`src/rtl/cp0_reg_if.sv`:
```
// CP0 register-file bus: mtc0 write, mfc0 read, exception commit and register outputs.
// Latency: reads combinational; writes and exception updates take effect at the next clk edge.
// Backpressure: none; every write/exception presented is accepted in the cycle it is valid.
interface cp0_reg_if;
  logic        we_i;
  logic [4:0]  waddr_i;
  logic [31:0] data_i;
  logic [4:0]  raddr_i;
  logic [5:0]  int_i;
  logic [31:0] excepttype_i;
  logic [31:0] current_inst_addr_i;
  logic        is_in_delayslot_i;
  logic [31:0] data_o;
  logic [31:0] count_o;
  logic [31:0] compare_o;
  logic [31:0] status_o;
  logic [31:0] cause_o;
  logic [31:0] epc_o;
  logic [31:0] config_o;
  logic [31:0] prid_o;
  logic        timer_int_o;

  // pipeline side: drives requests, observes register state
  modport master (
    output we_i, waddr_i, data_i, raddr_i, int_i,
    output excepttype_i, current_inst_addr_i, is_in_delayslot_i,
    input  data_o, count_o, compare_o, status_o, cause_o, epc_o,
    input  config_o, prid_o, timer_int_o
  );

  // CP0 side: consumes requests, publishes register state
  modport slave (
    input  we_i, waddr_i, data_i, raddr_i, int_i,
    input  excepttype_i, current_inst_addr_i, is_in_delayslot_i,
    output data_o, count_o, compare_o, status_o, cause_o, epc_o,
    output config_o, prid_o, timer_int_o
  );
endinterface

```
`src/rtl/cp0_reg.sv`:
```
// MIPS32 CP0 register file: Count/Compare timer, Status, Cause, EPC, PrId, Config.
// Latency: mfc0 read is combinational (pre-edge value, no bypass); updates land next edge.
// Backpressure: none. Define CP0_TIMER_EN to make Count free-running with the Compare timer.
module cp0_reg #(
  parameter logic [31:0] PRID_VAL    = 32'h004c0102,
  parameter logic [31:0] CONFIG_INIT = 32'h00008000,
  parameter logic [31:0] STATUS_INIT = 32'h10000000
) (
  input  logic      clk,
  input  logic      rst,
  cp0_reg_if.slave  bus
);

  localparam logic [4:0] REG_COUNT   = 5'd9;
  localparam logic [4:0] REG_COMPARE = 5'd11;
  localparam logic [4:0] REG_STATUS  = 5'd12;
  localparam logic [4:0] REG_CAUSE   = 5'd13;
  localparam logic [4:0] REG_EPC     = 5'd14;
  localparam logic [4:0] REG_PRID    = 5'd15;
  localparam logic [4:0] REG_CONFIG  = 5'd16;

`ifdef CP0_TIMER_EN
  localparam logic [31:0] COUNT_STEP = 32'd1;
`else
  localparam logic [31:0] COUNT_STEP = 32'd0;
`endif

  logic [31:0] count_q, compare_q, status_q, cause_q, epc_q, config_q;
  logic        timer_int_q;
  logic        exc_take, exc_eret;
  logic [4:0]  exc_code;
  logic        wr_count, wr_compare, wr_status, wr_cause, wr_epc;

  assign wr_count   = bus.we_i && (bus.waddr_i == REG_COUNT);
  assign wr_compare = bus.we_i && (bus.waddr_i == REG_COMPARE);
  assign wr_status  = bus.we_i && (bus.waddr_i == REG_STATUS);
  assign wr_cause   = bus.we_i && (bus.waddr_i == REG_CAUSE);
  assign wr_epc     = bus.we_i && (bus.waddr_i == REG_EPC);

  // decode committed exception code into take/eret and the Cause ExcCode
  always_comb begin
    exc_take = 1'b0;
    exc_eret = 1'b0;
    exc_code = 5'd0;
    case (bus.excepttype_i)
      32'h0000_0001: begin exc_take = 1'b1; exc_code = 5'h00; end
      32'h0000_0008,
      32'h0000_000a,
      32'h0000_000c,
      32'h0000_000d: begin exc_take = 1'b1; exc_code = bus.excepttype_i[4:0]; end
      32'h0000_000e: exc_eret = 1'b1;
      default: ;
    endcase
  end

  // Count and Compare: mtc0 to Count suppresses that cycle's increment
  always_ff @(posedge clk) begin
    if (rst) begin
      count_q   <= 32'd0;
      compare_q <= 32'd0;
      config_q  <= CONFIG_INIT;
    end else begin
      count_q <= wr_count ? bus.data_i : count_q + COUNT_STEP;
      if (wr_compare) compare_q <= bus.data_i;
    end
  end

`ifdef CP0_TIMER_EN
  // sticky timer request; a Compare write acknowledges it and wins over a same-cycle match
  always_ff @(posedge clk) begin
    if (rst)                                              timer_int_q <= 1'b0;
    else if (wr_compare)                                  timer_int_q <= 1'b0;
    else if ((compare_q != 32'd0) && (count_q == compare_q)) timer_int_q <= 1'b1;
  end
`else
  assign timer_int_q = 1'b0;
`endif

  // Status/Cause/EPC: mtc0 first, then exception-owned fields override
  always_ff @(posedge clk) begin
    if (rst) begin
      status_q <= STATUS_INIT;
      cause_q  <= 32'd0;
      epc_q    <= 32'd0;
    end else begin
      cause_q[15:10] <= bus.int_i;
      if (wr_status) status_q <= bus.data_i;
      if (wr_epc)    epc_q    <= bus.data_i;
      if (wr_cause) begin
        cause_q[9:8] <= bus.data_i[9:8];
        cause_q[22]  <= bus.data_i[22];
        cause_q[23]  <= bus.data_i[23];
      end
      if (exc_take) begin
        // nested exception (EXL already set) keeps the original EPC and BD
        if (!status_q[1]) begin
          epc_q       <= bus.is_in_delayslot_i ? bus.current_inst_addr_i - 32'd4
                                               : bus.current_inst_addr_i;
          cause_q[31] <= bus.is_in_delayslot_i;
        end
        status_q[1]  <= 1'b1;
        cause_q[6:2] <= exc_code;
      end else if (exc_eret) begin
        status_q[1] <= 1'b0;
      end
    end
  end

  // mfc0 read mux; unmapped registers read as zero
  always_comb begin
    bus.data_o = 32'd0;
    case (bus.raddr_i)
      REG_COUNT:   bus.data_o = count_q;
      REG_COMPARE: bus.data_o = compare_q;
      REG_STATUS:  bus.data_o = status_q;
      REG_CAUSE:   bus.data_o = cause_q;
      REG_EPC:     bus.data_o = epc_q;
      REG_PRID:    bus.data_o = PRID_VAL;
      REG_CONFIG:  bus.data_o = config_q;
      default:     bus.data_o = 32'd0;
    endcase
  end

  assign bus.count_o     = count_q;
  assign bus.compare_o   = compare_q;
  assign bus.status_o    = status_q;
  assign bus.cause_o     = cause_q;
  assign bus.epc_o       = epc_q;
  assign bus.config_o    = config_q;
  assign bus.prid_o      = PRID_VAL;
  assign bus.timer_int_o = timer_int_q;

endmodule

```
`src/flat_wrapper.sv`:
```
// flat-port wrapper written by rule: the top's interface ports become plain ports
module cp0_reg_flat 
#(
  parameter logic [31:0] PRID_VAL    = 32'h004c0102,
  parameter logic [31:0] CONFIG_INIT = 32'h00008000,
  parameter logic [31:0] STATUS_INIT = 32'h10000000
)
  (clk, rst, bus_we_i, bus_waddr_i, bus_data_i, bus_raddr_i, bus_int_i, bus_excepttype_i, bus_current_inst_addr_i, bus_is_in_delayslot_i, bus_data_o, bus_count_o, bus_compare_o, bus_status_o, bus_cause_o, bus_epc_o, bus_config_o, bus_prid_o, bus_timer_int_o);
  cp0_reg_if bus_i ();
  input  logic clk;
  input  logic rst;
  input wire logic [$bits(bus_i.we_i)-1:0] bus_we_i;
  input wire logic [$bits(bus_i.waddr_i)-1:0] bus_waddr_i;
  input wire logic [$bits(bus_i.data_i)-1:0] bus_data_i;
  input wire logic [$bits(bus_i.raddr_i)-1:0] bus_raddr_i;
  input wire logic [$bits(bus_i.int_i)-1:0] bus_int_i;
  input wire logic [$bits(bus_i.excepttype_i)-1:0] bus_excepttype_i;
  input wire logic [$bits(bus_i.current_inst_addr_i)-1:0] bus_current_inst_addr_i;
  input wire logic [$bits(bus_i.is_in_delayslot_i)-1:0] bus_is_in_delayslot_i;
  output wire logic [$bits(bus_i.data_o)-1:0] bus_data_o;
  output wire logic [$bits(bus_i.count_o)-1:0] bus_count_o;
  output wire logic [$bits(bus_i.compare_o)-1:0] bus_compare_o;
  output wire logic [$bits(bus_i.status_o)-1:0] bus_status_o;
  output wire logic [$bits(bus_i.cause_o)-1:0] bus_cause_o;
  output wire logic [$bits(bus_i.epc_o)-1:0] bus_epc_o;
  output wire logic [$bits(bus_i.config_o)-1:0] bus_config_o;
  output wire logic [$bits(bus_i.prid_o)-1:0] bus_prid_o;
  output wire logic [$bits(bus_i.timer_int_o)-1:0] bus_timer_int_o;
  assign bus_i.we_i = bus_we_i;
  assign bus_i.waddr_i = bus_waddr_i;
  assign bus_i.data_i = bus_data_i;
  assign bus_i.raddr_i = bus_raddr_i;
  assign bus_i.int_i = bus_int_i;
  assign bus_i.excepttype_i = bus_excepttype_i;
  assign bus_i.current_inst_addr_i = bus_current_inst_addr_i;
  assign bus_i.is_in_delayslot_i = bus_is_in_delayslot_i;
  assign bus_data_o = bus_i.data_o;
  assign bus_count_o = bus_i.count_o;
  assign bus_compare_o = bus_i.compare_o;
  assign bus_status_o = bus_i.status_o;
  assign bus_cause_o = bus_i.cause_o;
  assign bus_epc_o = bus_i.epc_o;
  assign bus_config_o = bus_i.config_o;
  assign bus_prid_o = bus_i.prid_o;
  assign bus_timer_int_o = bus_i.timer_int_o;
  cp0_reg #(.PRID_VAL(PRID_VAL), .CONFIG_INIT(CONFIG_INIT), .STATUS_INIT(STATUS_INIT)) u_core (.clk(clk), .rst(rst), .bus(bus_i));
endmodule
```
`config.mk`:
```
export PLATFORM = sky130hd
export DESIGN_NAME = cp0_reg_flat
export DESIGN_NICKNAME = d
export VERILOG_FILES = /design/src/rtl/cp0_reg_if.sv /design/src/rtl/cp0_reg.sv /design/src/flat_wrapper.sv
export SDC_FILE = /design/constraint.sdc
export NUM_CORES = 1
export LEC_CHECK = 0
export CAP_MARGIN = 10
export CORE_AREA = 2 2 145 147
export CTS_BUF_LIST = sky130_fd_sc_hd__clkbuf_4
export CTS_CLUSTER_DIAMETER = 60
export CTS_CLUSTER_SIZE = 8
export DETAILED_ROUTE_END_ITERATION = 16
export DIE_AREA = 0 0 147 149
export MAX_ROUTING_LAYER = met4
export PLACE_DENSITY_LB_ADDON = 0.3
export SETUP_SLACK_MARGIN = 0.5
export SYNTH_ARGS = -nofsm -noshare
export SYNTH_HDL_FRONTEND = slang
export SYNTH_SLANG_ARGS = --single-unit
```
`constraint.sdc`:
```
create_clock -name clk -period 5.95 [get_ports clk]
set_clock_uncertainty 0.15 [all_clocks]
set_input_delay 1.785 -clock clk [delete_from_list [all_inputs] [get_ports clk]]
set_output_delay 1.785 -clock clk [all_outputs]
set_load 0.05 [all_outputs]
```
; After elaboration in Yosys (flattened, before gate mapping)
; Index checks and enable logic that the tools add are counted.
[totals]
ff_bits = 144
in_bits = 116
out_inout_bits = 257
elab_cells = 49
[classes]
add_sub_neg = 1
eq_ne = 18
mux = 11
bitwise = 1
n_reduce_logical = 9
[ops]
columns = op, n
row1 = one-hot mux 32 bit (7 select lines), 1
row2 = "equality test 32 x 4 -> 1 bit, second input constant", 5
row3 = 2-to-1 mux 32 bit, 4
row4 = "equality test 5 x 4 -> 1 bit, second input constant", 11
row5 = "equality test 32 x 1 -> 1 bit, second input constant", 1
row6 = "subtractor 32 x 3 -> 32 bit, second input constant", 1
row7 = "equality test 5 bit, second input constant", 1
row8 = logical AND 1 bit, 5
row9 = 2-to-1 mux 5 bit, 1
row10 = OR reduction 5 bit, 1
row11 = 2-to-1 mux 1 bit, 4
row12 = OR reduction 4 bit, 1
row13 = nonzero test 3 bit, 1
row14 = 2-to-1 mux 2 bit, 1
row15 = AND reduction 2 bit, 1
row16 = inverter 1 bit, 1

; Depth between registers and ports, before layout
; Gate-level depths: netlist of the first run.
[logic_depth]
depth_word = 5
ltp_mapped = 7
ltp_nobuf = 7

; Least setup slack after synthesis of the first run
; No wires, ideal clock.
[synth_timing]
kind = input to output
start = input bus_raddr_i[0]
end = output bus_data_o[22]
arrival_ps = 3486
required_time_ps = 4015
slack_ps = 529
cell_stages = 7
path_buffers = 3
path_cell_list = clkbuf_1 -> nand4bb_1 -> clkbuf_1 -> nor2_1 -> clkbuf_1 -> nand2_1 -> o211ai_1
[synth_via]
elab_chain_cells = 2
elab_cells_between_ends = 8
classes_between = eq/ne (7) / mux (1)
[synth_lines]
columns = element, line
row1 = start: declaration, flat_wrapper.sv:15  ; input wire logic [$bits(bus_i.raddr_i)-1:0] bus_raddr_i;
row2 = equality test 5 bit or equality test 5 x 4 -> 1 bit (tied branches), cp0_reg.sv:112  ; case (bus.raddr_i)
row3 = one-hot mux 32 bit (7 select lines) (*), cp0_reg.sv:112
row4 = end: declaration, flat_wrapper.sv:20  ; output wire logic [$bits(bus_i.data_o)-1:0] bus_data_o;
; Every way passes the cells marked *; elsewhere a longest branch is shown, timed or not.

; Worst setup path after layout of the first run
[layout_timing]
start = input bus_raddr_i[0]
end = output bus_data_o[3]
; Same word-level chain as after synthesis.

==> flow_metrics.env, run 1 <==
export IMPL_outcome="finished, final reports clean"
export IMPL_grt_busiest_layer="met2"
export IMPL_cts_sinks=144
export IMPL_nets=1308
export IMPL_use_met2_pct=42.1
export IMPL_num_fill_cells=1919
export IMPL_yosys_most_used_dff="dfxtp_1"
export IMPL_cts_tree="done"
export IMPL_synth_distinct_cells=53
export IMPL_clk_pin_slew_ps=130
export IMPL_start_kind="input pin"
export IMPL_synth_cells=916
export IMPL_ys_warnings_count=0
export IMPL_rrSetupSlack_ps=3970
export IMPL_min_to="u_core.bus.compare_o[17]"
export IMPL_grt_pass1_wl_mm=41.7
export IMPL_via_count=7638
export IMPL_r2r_start="u_core.bus.status_o[1]"
export IMPL_timing_final_crit_period_ps=5310
export IMPL_numCtsBuffers=17
export IMPL_use_met1_pct=31.6
export IMPL_ys_ff_latch=144
export IMPL_finalWirelength_mm=27.9
export IMPL_antenna_found_initial=2
export IMPL_drt_pass1_iter_count=6
export IMPL_track_usage_pct=25.5
export IMPL_endpoint_kind="output pin"
export IMPL_synth_edff_count=0
export IMPL_grt_max_degree=74
export IMPL_worst_slew_pin_slew_ps=1080
export IMPL_initial_core_util_pct=36.9
export IMPL_drtIter0Drc=529
export IMPL_drc=0
export IMPL_hold_viol_final=0
export IMPL_cts_buffer_depth=2
export IMPL_min_from="u_core.bus.compare_o[17]"
export IMPL_rsz0062_at_grt="false"
export IMPL_crit_arrival_ps=3370
export IMPL_holdWs_ps=336
export IMPL_worstReg2RegEnd="u_core.bus.epc_o[6]"
export IMPL_pin_count=373
export IMPL_cts_hold_buf=0
export IMPL_cp_required_ps=4010
export IMPL_peakVddDrop_uv=83.0
export IMPL_tns_ps=0
export IMPL_syn2layout_area_growth_pct=48.1
export IMPL_avgSynthCellArea_um2=8.27
export IMPL_grt_overflow_total=0
export IMPL_first_global_vias=7228
export IMPL_yosysSeqAreaShare_pct=38.0
export IMPL_drive_gt1_share_pct=10.6
export IMPL_core_um2=20600
export IMPL_clock_fmax_mhz=188
export IMPL_setup_viol=0
export IMPL_ant_nets=0
export IMPL_use_met3_pct=5.63
export IMPL_cp_max_fo=7
export IMPL_hpwl_mm=19.7
export IMPL_die_height_um=149
export IMPL_vias_per_cell=5.16
export IMPL_slew_viol_final=0
export IMPL_h_tree_depth=4
export IMPL_leakage_nw=4.15
export IMPL_min_path_type="reg -> reg"
export IMPL_critical_path_class="in -> out"
export IMPL_power_density_nw_per_um2=171
export IMPL_clk_latency_ps=550
export IMPL_rr_worst_depth=4
export IMPL_syn_area_um2=7580
export IMPL_hold_depth=2
export IMPL_die_w_um=147
export IMPL_cts_root_buf="clkbuf_4"
export IMPL_power_mw=1.92
export IMPL_io_buffers=291
export IMPL_async_flop_share_pct=0
export IMPL_wire_per_inst_um=18.8
export IMPL_globalplace_congestion=0.841
export IMPL_dieArea_um2=21900
export IMPL_drv_cap=0
export IMPL_slew_headroom_pct=27.8
export IMPL_row_count=53
export IMPL_period_share_pct=89.2
## through the flow
stage                     cells  worst slack, ps  cell area (µm²)  util [%]
after detailed placement   1440              243            10800      52.7
after CTS                  1478              487            11200      54.5
final                      1481              644            11200      54.6
after global placement     1440              294            10800      52.7
after floorplan             995              529             7880         -
after global routing       1481              562            11200      54.6
## worst max-delay path, stage by stage
cell and delay, ps:
dlygate4sd2_1 450, buf_4 270, and3_4 230, buf_4 190, a22oi_1 110, nand3_1 160
buf_12 150
## worst max path at each step
stage	from	to	slack, ps	cells past startpoint
floorplan	bus_raddr_i[0]	bus_data_o[22]	530	7
global placement	bus_raddr_i[3]	bus_data_o[0]	290	7
detailed placement	bus_raddr_i[3]	bus_data_o[26]	240	7
CTS	bus_raddr_i[3]	bus_data_o[30]	490	7
global route	bus_raddr_i[0]	bus_data_o[8]	560	7
finish	bus_raddr_i[0]	bus_data_o[3]	640	7
## where the power goes
group	internal [mW]	total (mW)	switching [mW]
combinational	0.119	0.362	0.243
sequential	0.973	0.980	0.00748
clock	0.175	0.576	0.401
## state kept, by name, summed over array words and instances (netlist names)
register and count:
u_core.bus.status_o 32, u_core.bus.epc_o 32, u_core.bus.compare_o 32, u_core.bus.count_o 32, u_core.bus.cause_o 16
## cell usage after synthesis (3+ instances only)
| master | number | area, µm² |
|---|---|---|
| nand2b_1 | 4 | 25.0 |
| nor3b_1 | 5 | 37.5 |
| a211oi_1 | 25 | 188 |
| nor3_1 | 15 | 75.1 |
| nor2b_1 | 37 | 231 |
| inv_1 | 4 | 15.0 |
| a22oi_1 | 25 | 188 |
| dfxtp_1 | 144 | 2880 |
| nand3_1 | 17 | 85.1 |
| or3_1 | 6 | 37.5 |
| a221oi_1 | 32 | 280 |
| a211oi_2 | 4 | 50.1 |
| buf_2 | 4 | 20.0 |
| mux2i_1 | 52 | 521 |
| a221o_1 | 18 | 180 |
| clkbuf_1 | 52 | 195 |
| nand2_1 | 157 | 589 |
| o21ai_0 | 9 | 45.0 |
| nor4_1 | 16 | 100 |
| nor2_1 | 68 | 255 |
| xor2_1 | 7 | 61.3 |
| nor4_2 | 3 | 37.5 |
| a21oi_1 | 68 | 340 |
| xnor2_1 | 21 | 184 |
| buf_1 | 5 | 18.8 |
| buf_4 | 83 | 623 |
## cells by family after synthesis
family                   count (synthesis)  share of synthesized area [%]
adder cells (fa/ha/maj)                  1                          0.165
AND/OR/NAND/NOR                        349                           22.0
AO/OA/AOI/OAI                          190                           17.8
multiplexers                            52                           6.87
XOR/XNOR                                28                           3.24
other                                    2                         0.0991
flip-flops                             144                           38.0
buffers and inverters                  150                           11.8
## placed cells by master, fill, tap and decap left out, types with 3 or more instances in the layout
cell type and n:
buf_4 23, inv_1 4, nor3b_1 4, dlygate4sd2_1 3, clkinvlp_4 4, conb_1 81, dfxtp_1 144, or3_1 5
a221o_1 18, a21oi_1 68, nor2b_1 37, a211oi_2 4, buf_6 5, nor2_1 64, buf_12 36, xor2_1 7
clkbuf_4 18, a221oi_1 32, a211oi_1 25, nand2b_1 4, inv_6 6, o21ai_0 9, xnor2_1 21, mux2i_1 52
a22oi_1 23, nand2_1 156, nand3_1 17, nor3_1 14, nor4_1 16, clkdlybuf4s50_1 253
## per-layer routing
metal	share of wire (%)	routed length (µm)
met5	0	0
met4	2.1	592
met3	6.9	1920
met2	49	13700
met1	42	11700
## final cells by class
cell class,count,area [µm²],share of cell area (%)
multi-input combinational,701,4180,37.2
timing repair buffer,323,3560,31.7
sequential,144,2880,25.7
tap,275,344,3.07
clock buffer,18,135,1.20
clock inverter,14,105,0.937
inverter,4,15.0,0.134
antenna,2,5.00,0.0446
## timing repair
action,CTS,global route
buffers inserted,6,1
gates resized for setup,16,4
pin swaps,4,3
gates cloned,0,0
setup endpoints to repair,30,30
Power figures use the tool's default switching activity.
==> run 2: changes to the inputs <==
--- a/config.mk
+++ b/config.mk
@@ -14,6 +14,7 @@
 export DIE_AREA = 0 0 147 149
 export MAX_ROUTING_LAYER = met4
 export PLACE_DENSITY_LB_ADDON = 0.3
+export RECOVER_POWER = 100
 export SETUP_SLACK_MARGIN = 0.5
 export SYNTH_ARGS = -nofsm -noshare
 export SYNTH_HDL_FRONTEND = slang
==> flow_metrics.env, run 2 (same netlist as run 1, synthesis figures left out) <==
export IMPL_timing_final_crit_period_ps=5550
export IMPL_numCtsBuffers=17
export IMPL_first_global_vias=7228
export IMPL_cts_root_buf="clkbuf_4"
export IMPL_critPathMaxStageDelay_ps=500
export IMPL_power_internal_mw=1.26
export IMPL_initial_core_util_pct=36.9
export IMPL_drive_gt1_share_pct=10.0
export IMPL_drt_pass1_iter_count=5
export IMPL_rr_worst_depth=3
export IMPL_worst_path_max_delay_cell="nor2_1"
export IMPL_row_count=53
export IMPL_hold_viol_final=0
export IMPL_die_w_um=147
export IMPL_syn2layout_area_growth_pct=47.5
export IMPL_clk_latency_ps=560
export IMPL_placed_cells=1440
export IMPL_slew_headroom_pct=-126
export IMPL_cp_required_ps=4010
export IMPL_p_clk_share_pct=30.1
export IMPL_period_share_pct=93.4
export IMPL_power_density_nw_per_um2=171
export IMPL_cp_max_fo=6
export IMPL_h_tree_depth=4
export IMPL_leakage_nw=4.64
export IMPL_drc=0
export IMPL_nets=1308
export IMPL_critical_path_top_delay_family="simple AND/OR/NAND/NOR gates"
export IMPL_placed_area_um2=10800
export IMPL_crit_arrival_ps=3620
export IMPL_antenna_found_initial=2
export IMPL_power_mw=1.91
export IMPL_hold_depth=2
export IMPL_worst_slew_pin_slew_ps=3380
export IMPL_violations="capacitance limit, slew limit"
export IMPL_p_comb_share_pct=18.7
export IMPL_stdcell_area_um2=11200
export IMPL_drv_cap=1
export IMPL_sw_frac_of_total_pct=34.0
export IMPL_setup_viol=0
export IMPL_globalplace_congestion=0.841
export IMPL_finalWirelength_mm=27.8
export IMPL_outcome="complete, but fails checks"
export IMPL_cts_buffer_depth=2
export IMPL_path_depth=8
export IMPL_endpoint_kind="output pin"
export IMPL_clk_pin_slew_ps=130
export IMPL_peakVddDrop_uv=85.1
export IMPL_hpwl_mm=19.7
export IMPL_drtIter0Drc=569
export IMPL_layout_common_cells="nand2_1 (156), dlygate4sd3_1 (144), dfxtp_1 (144), clkdlybuf4s50_1 (109), conb_1 (81)"
export IMPL_cts_hold_buf=0
export IMPL_rsz0062_at_grt="false"
export IMPL_start_kind="input pin"
export IMPL_rrSetupSlack_ps=3950
export IMPL_clock_fmax_mhz=180
export IMPL_ant_nets=0
export IMPL_tns_ps=0
export IMPL_core_um2=20600
export IMPL_die_height_um=149
export IMPL_cts_tree="done"
export IMPL_grt_pass1_wl_mm=41.7
export IMPL_critical_path_buf_inv_count=3
export IMPL_post_route_util_pct=54.4
export IMPL_grt_overflow_total=0
export IMPL_cts_sinks=144
export IMPL_min_path_type="reg -> reg"
export IMPL_pin_count=373
export IMPL_wire_per_inst_um=18.8
export IMPL_track_usage_pct=25.5
export IMPL_p_seq_share_pct=51.2
export IMPL_worst_slack_ps=395
export IMPL_grt_max_degree=74
export IMPL_post_place_ws_ps=243
export IMPL_cp_cell_sequence="dlygate4sd2_1 > and3b_1 > nand2_2 > nor2_1 > buf_4 > nand2_1 > nand3_1 > buf_12"
export IMPL_io_buffers=291
export IMPL_vias_per_cell=5.17
export IMPL_holdWs_ps=333
export IMPL_slew_viol_final=72
export IMPL_critical_path_class="in -> out"
export IMPL_p_switching_uw=651
export IMPL_fin_cells=1481
export IMPL_final_common_cell="nand2_1"
export IMPL_dieArea_um2=21900
export IMPL_via_count=7658
run 2: what timing repair did:
item	CTS	global route
setup buffers	6	1
gates cloned	0	0
endpoints found under the setup margin	30	30
resized for setup	16	4
pin swaps	4	3
run 2: area by class of cell:
class / instances / area (µm²)
Antenna cell: 2 / 5.00
Clock buffer: 18 / 135
Clock inverter: 14 / 105
Fill cell: 1926 / 9370
Inverter: 4 / 15.0
Multi-Input combinational cell: 701 / 4140
Sequential cell: 144 / 2880
Tap cell: 275 / 344
Timing Repair Buffer: 323 / 3550
run 2: power groups by stage:
| stage | sequential, mW | combinational [mW] | clock (mW) |
|---|---|---|---|
| after global routing | 0.982 | 0.374 | 0.639 |
| after global placement | 1.00 | 0.354 | 0 |
| final | 0.980 | 0.358 | 0.576 |
| after floorplan | 1.03 | 0.222 | 0 |
| after CTS | 0.981 | 0.360 | 0.594 |
| after detailed placement | 1.00 | 0.356 | 0 |
run 2: path summary, 6_finish.rpt:
kind,from,endpoint
max,bus_raddr_i[4],bus_data_o[3]
min,u_core.bus.compare_o[2],u_core.bus.compare_o[2]
min reg2reg,u_core.bus.compare_o[2],u_core.bus.compare_o[2]
max reg2reg,u_core.bus.status_o[1],u_core.bus.epc_o[27]
run 2: layer usage:
| layer | vias up | global-route usage (%) | wire, µm |
|---|---|---|---|
| met5 | - | - | 0 |
| met4 | 0 | 7.02 | 632 |
| met3 | 40 | 5.63 | 2040 |
| met2 | 336 | 42.1 | 13600 |
| met1 | 3642 | 31.6 | 11500 |
| li1 | 3640 | - | - |
run 2: tightest hold or removal path, stage by stage (launching register included):
cell	delay [ps]
dfxtp_1	340
nand2_1	60
a21oi_1	50
